File: src/rtl/i2c_byte_seq_if.sv
// Command/response and open-drain line bundle for the I2C byte sequencer.
// The slave side is the sequencer; the master side issues commands and models the bus.
interface i2c_byte_seq_if;
    logic       cmd_valid;
    logic       cmd_ready;
    logic [1:0] cmd_op;
    logic [7:0] cmd_data;
    logic       cmd_nack;
    logic       rsp_valid;
    logic [7:0] rsp_data;
    logic       rsp_nack;
    logic       busy;
    logic       scl_oe;
    logic       sda_oe;
    logic       scl_i;
    logic       sda_i;

    modport slave (
        input  cmd_valid, cmd_op, cmd_data, cmd_nack, scl_i, sda_i,
        output cmd_ready, rsp_valid, rsp_data, rsp_nack, busy,
        output scl_oe, sda_oe
    );

    modport master (
        output cmd_valid, cmd_op, cmd_data, cmd_nack, scl_i, sda_i,
        input  cmd_ready, rsp_valid, rsp_data, rsp_nack, busy,
        input  scl_oe, sda_oe
    );
endinterface

File: src/rtl/i2c_byte_seq.sv
// I2C byte-level sequencer: START/WRITE/READ/STOP built from 4-quarter bit cells,
// with clock stretching and registered open-drain enables.
module i2c_byte_seq #(
    parameter int DIVIDER = 250,
    parameter int CBITS   = 10
) (
    input logic          clk,
    input logic          rst,
    i2c_byte_seq_if.slave io
);
    localparam logic [1:0] OP_START = 2'b00;
    localparam logic [1:0] OP_WRITE = 2'b01;
    localparam logic [1:0] OP_READ  = 2'b10;
    localparam logic [1:0] OP_STOP  = 2'b11;

    localparam logic [CBITS-1:0] ONE   = CBITS'(1);
    localparam logic [CBITS-1:0] Q1_AT = CBITS'(DIVIDER);
    localparam logic [CBITS-1:0] Q2_AT = CBITS'(2 * DIVIDER);
    localparam logic [CBITS-1:0] Q3_AT = CBITS'(3 * DIVIDER);
    localparam logic [CBITS-1:0] SMP   = CBITS'(3 * DIVIDER - 1);
    localparam logic [CBITS-1:0] LAST  = CBITS'(4 * DIVIDER - 1);

    typedef enum logic [2:0] {IDLE, START, DATA, ACK, STOP, DONE} state_t;

    state_t           state_q, state_d;
    logic [CBITS-1:0] cnt_q, cnt_d;
    logic [2:0]       bitn_q, bitn_d;
    logic [7:0]       shreg_q, shreg_d;
    logic             rd_q, rd_d;
    logic             nack_q, nack_d;
    logic             rstart_q, rstart_d;
    logic             bus_q, bus_d;
    logic             ack_q, ack_d;
    logic             busy_q, busy_d;
    logic             rsp_valid_q, rsp_valid_d;
    logic             rsp_nack_q, rsp_nack_d;
    logic [7:0]       rsp_data_q, rsp_data_d;
    logic             scl_q, scl_d;
    logic             sda_q, sda_d;

    logic accept, adv, last, smp;

    assign io.cmd_ready = !busy_q && !rst;
    assign accept       = io.cmd_valid && !busy_q && !rst;
    // A released SCL still read low means a slave is stretching the clock.
    assign adv  = scl_q || io.scl_i;
    assign last = adv && (cnt_q == LAST);
    assign smp  = adv && (cnt_q == SMP);

    always_comb begin
        state_d     = state_q;
        cnt_d       = cnt_q;
        bitn_d      = bitn_q;
        shreg_d     = shreg_q;
        rd_d        = rd_q;
        nack_d      = nack_q;
        rstart_d    = rstart_q;
        bus_d       = bus_q;
        ack_d       = ack_q;
        busy_d      = busy_q;
        rsp_valid_d = 1'b0;
        rsp_nack_d  = rsp_nack_q;
        rsp_data_d  = rsp_data_q;
        unique case (state_q)
            IDLE, DONE: begin
                state_d = IDLE;
                if (accept) begin
                    cnt_d  = '0;
                    bitn_d = '0;
                    unique case (io.cmd_op)
                        OP_START: begin
                            state_d  = START;
                            busy_d   = 1'b1;
                            rstart_d = bus_q;
                        end
                        OP_WRITE, OP_READ: begin
                            if (bus_q) begin
                                state_d = DATA;
                                busy_d  = 1'b1;
                                rd_d    = (io.cmd_op == OP_READ);
                                nack_d  = io.cmd_nack;
                                shreg_d = io.cmd_data;
                            end else begin
                                state_d     = DONE;
                                rsp_valid_d = 1'b1;
                                rsp_nack_d  = 1'b1;
                            end
                        end
                        OP_STOP: begin
                            if (bus_q) begin
                                state_d = STOP;
                                busy_d  = 1'b1;
                            end
                        end
                        default: ;
                    endcase
                end
            end
            START: begin
                if (adv) cnt_d = cnt_q + ONE;
                if (last) begin
                    state_d = DONE;
                    cnt_d   = '0;
                    busy_d  = 1'b0;
                    bus_d   = 1'b1;
                end
            end
            DATA: begin
                if (adv) cnt_d = cnt_q + ONE;
                if (smp && rd_q) shreg_d = {shreg_q[6:0], io.sda_i};
                if (last) begin
                    cnt_d  = '0;
                    bitn_d = bitn_q + 3'd1;
                    if (!rd_q) shreg_d = {shreg_q[6:0], 1'b0};
                    if (bitn_q == 3'd7) state_d = ACK;
                end
            end
            ACK: begin
                if (adv) cnt_d = cnt_q + ONE;
                if (smp) ack_d = io.sda_i;
                if (last) begin
                    state_d     = DONE;
                    cnt_d       = '0;
                    busy_d      = 1'b0;
                    rsp_valid_d = 1'b1;
                    rsp_nack_d  = rd_q ? 1'b0 : ack_q;
                    if (rd_q) rsp_data_d = shreg_q;
                end
            end
            STOP: begin
                if (adv) cnt_d = cnt_q + ONE;
                if (last) begin
                    state_d = DONE;
                    cnt_d   = '0;
                    busy_d  = 1'b0;
                    bus_d   = 1'b0;
                end
            end
            default: state_d = IDLE;
        endcase

        // Line enables are derived from the next state so they are registered.
        scl_d = 1'b0;
        sda_d = 1'b0;
        unique case (state_d)
            IDLE, DONE: begin
                scl_d = bus_d;
                sda_d = bus_d && sda_q;
            end
            START: begin
                scl_d = rstart_d && (cnt_d < Q1_AT);
                sda_d = (cnt_d >= Q2_AT);
            end
            DATA: begin
                scl_d = (cnt_d < Q2_AT);
                sda_d = !rd_d && !shreg_d[7];
            end
            ACK: begin
                scl_d = (cnt_d < Q2_AT);
                sda_d = rd_d && !nack_d;
            end
            STOP: begin
                scl_d = (cnt_d < Q2_AT);
                sda_d = (cnt_d < Q3_AT);
            end
            default: ;
        endcase
    end

    always_ff @(posedge clk) begin
        if (rst) begin
            state_q     <= IDLE;
            cnt_q       <= '0;
            bitn_q      <= '0;
            shreg_q     <= '0;
            rd_q        <= 1'b0;
            nack_q      <= 1'b0;
            rstart_q    <= 1'b0;
            bus_q       <= 1'b0;
            ack_q       <= 1'b0;
            busy_q      <= 1'b0;
            rsp_valid_q <= 1'b0;
            rsp_nack_q  <= 1'b0;
            rsp_data_q  <= 8'h00;
            scl_q       <= 1'b0;
            sda_q       <= 1'b0;
        end else begin
            state_q     <= state_d;
            cnt_q       <= cnt_d;
            bitn_q      <= bitn_d;
            shreg_q     <= shreg_d;
            rd_q        <= rd_d;
            nack_q      <= nack_d;
            rstart_q    <= rstart_d;
            bus_q       <= bus_d;
            ack_q       <= ack_d;
            busy_q      <= busy_d;
            rsp_valid_q <= rsp_valid_d;
            rsp_nack_q  <= rsp_nack_d;
            rsp_data_q  <= rsp_data_d;
            scl_q       <= scl_d;
            sda_q       <= sda_d;
        end
    end

    assign io.busy      = busy_q;
    assign io.rsp_valid = rsp_valid_q;
    assign io.rsp_nack  = rsp_nack_q;
    assign io.rsp_data  = rsp_data_q;
    assign io.scl_oe    = scl_q;
    assign io.sda_oe    = sda_q;
endmodule

File: src/flat_wrapper.sv
// flat-port wrapper written by rule: the top's interface ports become plain ports
module i2c_byte_seq_flat 
#(
    parameter int DIVIDER = 250,
    parameter int CBITS   = 10
)
  (clk, rst, io_cmd_valid, io_cmd_op, io_cmd_data, io_cmd_nack, io_scl_i, io_sda_i, io_cmd_ready, io_rsp_valid, io_rsp_data, io_rsp_nack, io_busy, io_scl_oe, io_sda_oe);
  i2c_byte_seq_if io_i ();
  input logic clk;
  input logic rst;
  input wire logic [$bits(io_i.cmd_valid)-1:0] io_cmd_valid;
  input wire logic [$bits(io_i.cmd_op)-1:0] io_cmd_op;
  input wire logic [$bits(io_i.cmd_data)-1:0] io_cmd_data;
  input wire logic [$bits(io_i.cmd_nack)-1:0] io_cmd_nack;
  input wire logic [$bits(io_i.scl_i)-1:0] io_scl_i;
  input wire logic [$bits(io_i.sda_i)-1:0] io_sda_i;
  output wire logic [$bits(io_i.cmd_ready)-1:0] io_cmd_ready;
  output wire logic [$bits(io_i.rsp_valid)-1:0] io_rsp_valid;
  output wire logic [$bits(io_i.rsp_data)-1:0] io_rsp_data;
  output wire logic [$bits(io_i.rsp_nack)-1:0] io_rsp_nack;
  output wire logic [$bits(io_i.busy)-1:0] io_busy;
  output wire logic [$bits(io_i.scl_oe)-1:0] io_scl_oe;
  output wire logic [$bits(io_i.sda_oe)-1:0] io_sda_oe;
  assign io_i.cmd_valid = io_cmd_valid;
  assign io_i.cmd_op = io_cmd_op;
  assign io_i.cmd_data = io_cmd_data;
  assign io_i.cmd_nack = io_cmd_nack;
  assign io_i.scl_i = io_scl_i;
  assign io_i.sda_i = io_sda_i;
  assign io_cmd_ready = io_i.cmd_ready;
  assign io_rsp_valid = io_i.rsp_valid;
  assign io_rsp_data = io_i.rsp_data;
  assign io_rsp_nack = io_i.rsp_nack;
  assign io_busy = io_i.busy;
  assign io_scl_oe = io_i.scl_oe;
  assign io_sda_oe = io_i.sda_oe;
  i2c_byte_seq #(.DIVIDER(DIVIDER), .CBITS(CBITS)) u_core (.clk(clk), .rst(rst), .io(io_i));
endmodule
File: config.mk
export PLATFORM = sky130hd
export DESIGN_NAME = i2c_byte_seq_flat
export DESIGN_NICKNAME = d
export VERILOG_FILES = /design/src/rtl/i2c_byte_seq_if.sv /design/src/rtl/i2c_byte_seq.sv /design/src/flat_wrapper.sv
export SDC_FILE = /design/constraint.sdc
export NUM_CORES = 1
export LEC_CHECK = 0
export ABC_AREA = 1
export CAP_MARGIN = 20
export CORE_ASPECT_RATIO = 0.5
export CORE_MARGIN = 4
export CORE_UTILIZATION = 51
export CTS_CLUSTER_DIAMETER = 80
export DETAILED_ROUTE_END_ITERATION = 16
export PLACE_DENSITY = 0.77
export SLEW_MARGIN = 20
export SYNTH_ARGS = -nofsm -noshare
export SYNTH_HDL_FRONTEND = slang
export SYNTH_SLANG_ARGS = --single-unit
File: constraint.sdc
create_clock -name clk -period 1.93 [get_ports clk]
set_input_delay 0.579 -clock clk [delete_from_list [all_inputs] [get_ports clk]]
set_output_delay 0.579 -clock clk [all_outputs]
set_load 0.01 [all_outputs]
==> results of run 1 <==
[worst paths after layout]
path | slack (ns) | end | from | cells after the start
worst max-delay path | -0.006 | u_core.io.sda_oe | io_cmd_op[0] | 14
worst min-delay path | 0.48 | u_core.ack_q | u_core.ack_q | 2
worst max register to register | 0 | u_core.io.sda_oe | u_core.cnt_q[1] | 14
worst min register to register | 0.48 | u_core.ack_q | u_core.ack_q | 2
[power by group through the flow]
stage	sequential [mW]	combinational, mW	clock, mW
2_1_floorplan	0.914	0.141	0
3_3_place_gp	0.911	0.272	0
3_5_place_dp	0.912	0.279	0
4_1_cts	0.892	0.284	0.725
5_1_grt	0.895	0.342	0.774
6_report	0.892	0.315	0.714
[kinds of logic after synthesis]
| kind of cell | count (synthesis) | share of synthesized area |
|---|---|---|
| AND/OR/NAND/NOR | 220 | 0.378 |
| flip-flops | 42 | 0.322 |
| adder cells (fa/ha/maj) | 7 | 0.0336 |
| AO/OA/AOI/OAI | 74 | 0.153 |
| XOR/XNOR | 2 | 0.00672 |
| buffers and inverters | 69 | 0.107 |
[state kept, by name, indices dropped and copies added, names as in the netlist, 3 cells and up]
register / cells
u_core.cnt_q: 10
u_core.io.rsp_data: 8
u_core.state_q: 3
u_core.shreg_q: 8
u_core.bitn_q: 3
[layer usage]
metal	routed length, um	track usage	share of wire	vias to the layer above
li1	-	-	-	1509
met1	3390	0.296	0.43	1415
met2	3890	0.435	0.49	113
met3	449	0.0570	0.056	28
met4	219	0.0683	0.028	0
met5	0	0	0	-
[worst register-to-register path, delay by kind of cell, from the launching register on]
family	cells	cell delay [ns]
buffers and inverters	3	0.22
flip-flops	1	0.34
AO/OA/AOI/OAI	1	0.11
AND/OR/NAND/NOR	9	1.03
adder cells (fa/ha/maj)	1	0.13
[layout make-up]
class | count | area [um^2]
fillers | 348 | 1200
multi-input cells | 303 | 1680
flip-flops and latches | 42 | 847
well taps | 70 | 87.6
inverters | 59 | 224
repair buffers | 94 | 776
clock buffers | 5 | 68.8
clock inverters | 3 | 45.0
[through the flow]
stage / power [mW] / instance area, um^2 / setup slack, ns / instances / setup TNS [ns]
2_1_floorplan: 1.05 / 2650 / 0.00551 / 414 / 0
3_3_place_gp: 1.18 / 3370 / -0.601 / 556 / -13.21
3_5_place_dp: 1.19 / 3370 / -0.657 / 556 / -14.49
4_1_cts: 1.90 / 3550 / 0.00118 / 566 / 0
5_1_grt: 2.01 / 3730 / -0.0917 / 576 / -0.209
6_report: 1.92 / 3730 / -0.00614 / 576 / -0.00614
[cells in the final DEF (no fill, tap or decap), types with 3 or more instances in the layout]
master,count
a21oi_1,26
a21oi_2,3
a31oi_1,7
buf_4,62
clkbuf_8,5
clkdlybuf4s50_1,23
dfxtp_1,37
dfxtp_2,5
ha_1,5
inv_1,50
inv_2,8
nand2_1,92
nand2_2,14
nand2_4,6
nand3_1,22
nand3_2,7
nand4_1,4
nor2_1,45
nor2_2,11
nor2_4,8
nor3_1,3
o21ai_0,28
o21ai_2,3
[what timing repair did]
item / in CTS / in global routing
pin swaps: 10 / 39
setup endpoints to repair: 24 / 11
cloned: 0 / 0
gates resized for setup: 30 / 41
buffers inserted: 2 / 10
==> results by group, run 1 <==
Critical path
  – WP data required: 2.14 ns
  – Setup crit end kind: flop
  – Worst EP arrival: 2.14 ns
  – Critical path's largest stage delay: 0.30 ns
  – Crit path cell chain: buf_2 -> inv_2 -> ha_4 -> nand2_4 -> nor2_4 -> nand2_4 -> o21ai_2 -> inv_1 -> nand2_1 -> a21oi_2 -> a21oi_2 -> nand3_1 -> nand2_1 -> inv_1
  – Startpoint Class: input port
  – CP Max Fanout: 5
  – Worst setup path category: input port to flop
  – Buf+Inv Stages, Crit Path: 4
  – Critical-path top delay cell: ha_4
  – CP delay by family, top: simple AND/OR/NAND/NOR gates

Drt
  – Detailed Routing Iterations Pass 1: 4
  – DR vias: 3065
  – Via-to-Cell Ratio: 5.32
  – Initial DRC count: 153
  – ANT nets after route: 0
  – Final wirelength: 7.95 mm
  – WL per Instance: 13.8 um
  – DRC viols: 0

STA
  – Slew Viols, Final: 0
  – Setup ws final: -0.00614 ns
  – Final hold slack: 0.481 ns
  – Worst-Margin Slew: 0.372 ns
  – Max Freq: 516 MHz
  – RSZ-0062 raised after global routing: true
  – Final worst path period share: 1.00
  – Slew margin rel.: 0.749
  – Final Skew: 0.00391 ns
  – Fin. Hold Viols: 0
  – Tmin final: 1.94 ns
  – Final setup violating endpoints: 1

Clock tree
  – Clock transition at path regs: 0.09 ns
  – CTS Hold Bufs: 0
  – CTS root buf: clkbuf_8
  – CTS tree: yes
  – CTS buffer count: 5
  – H-tree Lvls: 2
  – Maximum clock path buffer count: 2
  – Clk_lat worst skew: 0.30 ns
  – Sinks on Clock Net: 42

GRT
  – Initial antenna violation count: 0
  – GRT Total Usage: 0.243
  – Largest net degree at the start of global routing: 25
  – Vias in the first global route: 2864
  – Global-route wire length before repair: 12.4 mm
  – GRT Residual Overflow: 0

Floorplan
  – I/O pin count: 30
  – Die area: 6390 um^2
  – Row count: 18
  – Initial Util: 0.529
  – Core Region: 4930 um^2
  – Die H: 58.6 um
  – Die Wd: 109 um

Synthesis
  – Synthesized area: 2610 um^2
  – Synth Instances: 414
  – Top_reg_cell synth: dfxtp_1
  – Cell taking the most area after synthesis: dfxtp_1
  – Async S/R FF share, synth: 0
  – Synth warnings: 0
  – Syn avg cell area: 6.30 um^2
  – Synthesized flop and latch total: 42
  – EDFF count, synth: 0
  – Top cell type's share of synthesized area: 0.322
  – Top cells by area, synth: dfxtp_1, nand2_1, nor2_1, inv_1, o21ai_0
  – Top post-synthesis cells by count: nand2_1, nor2_1, inv_1
  – Most numerous cell in the Yosys netlist: nand2_1
  – Syn_nets: 437
  – Library cells used by synthesis: 34
  – Sequential fraction of the synthesis area: 0.322

Run status
  – Failing checks: negative setup slack
  – Status: complete, but fails checks

Worst hold path
  – Worst min path class: flop to flop

Finish
  – Ant diodes: 0
  – Final net count: 528
  – Fin util: 0.756
  – Area grow syn2layout: 43.0%
  – Layout cell share with drive strength beyond 1: 0.294

Power
  – Comb power frac: 0.164
  – Seq pwr share: 0.464
  – Switch share: 0.267
  – Worst vdd ir: 434 uV
  – Clock power share: 0.372
  – NetSw: 514 uW
  – Int Pwr: 1.41 mW
  – Leak: 1.67 nW
  – Pwr per Cell Area: 515 nW/um^2

Placement
  – PortBufs: 29
  – Detail Placement HPWL: 5.49 mm
  – Final GP Congestion: 0.937

Job
  – Total of max-cap violations: 0
Note: power is estimated with default switching activity, not from simulation.
==> inputs of run 2 (changes only) <==
--- a/config.mk
+++ b/config.mk
@@ -17,3 +17,4 @@
 export SYNTH_ARGS = -nofsm -noshare
 export SYNTH_HDL_FRONTEND = slang
 export SYNTH_SLANG_ARGS = --single-unit
+export TNS_END_PERCENT = 10
==> run 2 against run 1 <==
Fmax is 0.49% higher. Largest power group unchanged. Register-to-register slack hardly changed. Sequential share of layout area did not move. Clock skew barely moved. Critical path depth stayed put. Clock power hardly changed. The run now ends clean.
==> results by group, run 2 (synthesized netlist as in run 1, its figures left out) <==
Floorplan
  – I/O pin count: 30
  – Die area: 6390 um^2
  – Die H: 58.6 um
  – Die Wd: 109 um
  – Row count: 18
  – Initial Util: 0.529
  – Core Region: 4930 um^2

Critical path
  – Startpoint Class: input port
  – Critical-path top delay cell: ha_4
  – Worst r2r dst: u_core.io.sda_oe
  – Worst R2R Setup Slack: 0.01 ns
  – Worst EP arrival: 2.13 ns
  – Crit path cell chain: buf_2 -> inv_2 -> ha_4 -> nand2_4 -> nor2_4 -> nand2_4 -> o21ai_2 -> inv_1 -> nand2_1 -> a21oi_2 -> a21oi_2 -> nand3_1 -> nand2_1 -> inv_1
  – WP data required: 2.14 ns
  – Critical path's largest stage delay: 0.30 ns
  – Worst setup path category: input port to flop
  – CP Max Fanout: 5
  – Setup crit end kind: flop
  – Worst R2R Path Depth: 14
  – Critical R2R Launch: u_core.cnt_q[1]

STA
  – Worst-Margin Slew: 0.367 ns
  – Final worst path period share: 0.998
  – Tmin final: 1.93 ns
  – Final setup violating endpoints: 0
  – Max Freq: 519 MHz
  – RSZ-0062 raised after global routing: true
  – Setup ws final: 0.00327 ns
  – Slew Viols, Final: 0
  – Final hold slack: 0.474 ns
  – Fin. Hold Viols: 0
  – Final Skew: 0.00342 ns
  – Slew margin rel.: 0.753

Power
  – Total power: 1.92 mW
  – Leak: 1.67 nW
  – Worst vdd ir: 436 uV
  – Pwr per Cell Area: 516 nW/um^2

GRT
  – GRT Residual Overflow: 0
  – Global-route wire length before repair: 12.4 mm
  – Largest net degree at the start of global routing: 25
  – GRT Total Usage: 0.243
  – Vias in the first global route: 2864
  – Initial antenna violation count: 0

Worst hold path
  – Hold Path End: u_core.ack_q
  – Worst min path class: flop to flop
  – Hold path depth: 2
  – Worst hold start: u_core.ack_q

Finish
  – Layout cell share with drive strength beyond 1: 0.294
  – Post-route cell area: 3730 um^2
  – Commonest non-fill, non-tap cell in the layout: nand2_1
  – Final net count: 528
  – Fin util: 0.756
  – Max FFs per register: 10
  – Largest register by flop count: u_core.cnt_q
  – Most frequent cells in the layout: nand2_1, buf_4, inv_1
  – Fill cell count: 348
  – Ant diodes: 0
  – Area grow syn2layout: 43.0%

Drt
  – Via-to-Cell Ratio: 5.26
  – ANT nets after route: 0
  – DRC viols: 0
  – Final wirelength: 7.92 mm
  – Detailed Routing Iterations Pass 1: 5
  – WL per Instance: 13.7 um
  – Initial DRC count: 150
  – DR vias: 3031

Placement
  – Area post-placement: 3370 um^2
  – Final GP Congestion: 0.937
  – Worst slack, placed: -0.657 ns
  – PortBufs: 29
  – Detail Placement HPWL: 5.49 mm

Clock tree
  – CTS root buf: clkbuf_8
  – Clk_lat worst skew: 0.30 ns
  – Clock transition at path regs: 0.09 ns
  – CTS buffer count: 5
  – CTS tree: yes
  – H-tree Lvls: 2
  – Sinks on Clock Net: 42
  – CTS Hold Bufs: 0
  – Maximum clock path buffer count: 2

Run status
  – Status: complete, no violations

Job
  – Total of max-cap violations: 0
[run 2: cell counts in the layout (fill, tap and decap cells not counted)]
No cell type changed its count.
[run 2: metrics by stage]
step / std cells / TNS [ns]
after detailed placement: 556 / -14.49
after global routing: 576 / -0.209
after floorplan: 414 / 0
after CTS: 566 / 0
after global placement: 556 / -13.21
final: 576 / 0
[run 2: power breakdown]
part / switching [mW] / total [mW] / leakage (nW) / internal [mW]
Clock: 0.331 / 0.716 / 0.0504 / 0.385
Combinational: 0.172 / 0.315 / 1.28 / 0.143
Sequential: 0.0120 / 0.892 / 0.342 / 0.880
Total: 0.515 / 1.92 / 1.67 / 1.41
[run 2: worst max path at each step]
stage                      start                     to  slack (ns)  cells after the start
6_report            io_cmd_op[0]       u_core.io.sda_oe       0.003                     14
2_1_floorplan       io_cmd_op[0]       u_core.io.sda_oe       0.006                     15
4_1_cts          u_core.cnt_q[1]  u_core.io.rsp_data[1]       0.001                     11
3_3_place_gp        io_cmd_op[0]       u_core.io.sda_oe       -0.60                     14
3_5_place_dp        io_cmd_op[0]       u_core.io.sda_oe       -0.66                     14
5_1_grt        u_core.state_q[1]       u_core.io.scl_oe       -0.09                     13
[run 2: repair_timing]
item                                    4_1_cts  5_1_grt
setup buffers                                 2       10
pin swaps                                    10       39
gates resized for setup                      30       41
endpoints found under the setup margin       24       11
[run 2: worst max-delay path: cells and delay by family]
family / cells / cell delay (ns)
AOI/OAI and AO/OA: 3 / 0.43
adders and majority gates: 1 / 0.30
buffers and inverters: 4 / 0.25
and+or+nand+nor: 6 / 0.57
[run 2: final cells by class]
class                           instances  area, um^2  area share
Multi-Input combinational cell        303        1680       0.451
Sequential cell                        42         847       0.227
Timing Repair Buffer                   94         776       0.208
Inverter                               59         224      0.0600
Tap cell                               70        87.6      0.0235
Clock buffer                            5        68.8      0.0184
Clock inverter                          3        45.0      0.0121
[run 2: layer usage]
layer / GRT usage / vias up / share of wire
met1: 0.296 / 1386 / 0.43
met5: 0 / - / 0
li1: - / 1505 / -
met3: 0.0570 / 25 / 0.057
met2: 0.435 / 115 / 0.49
met4: 0.0683 / 0 / 0.025
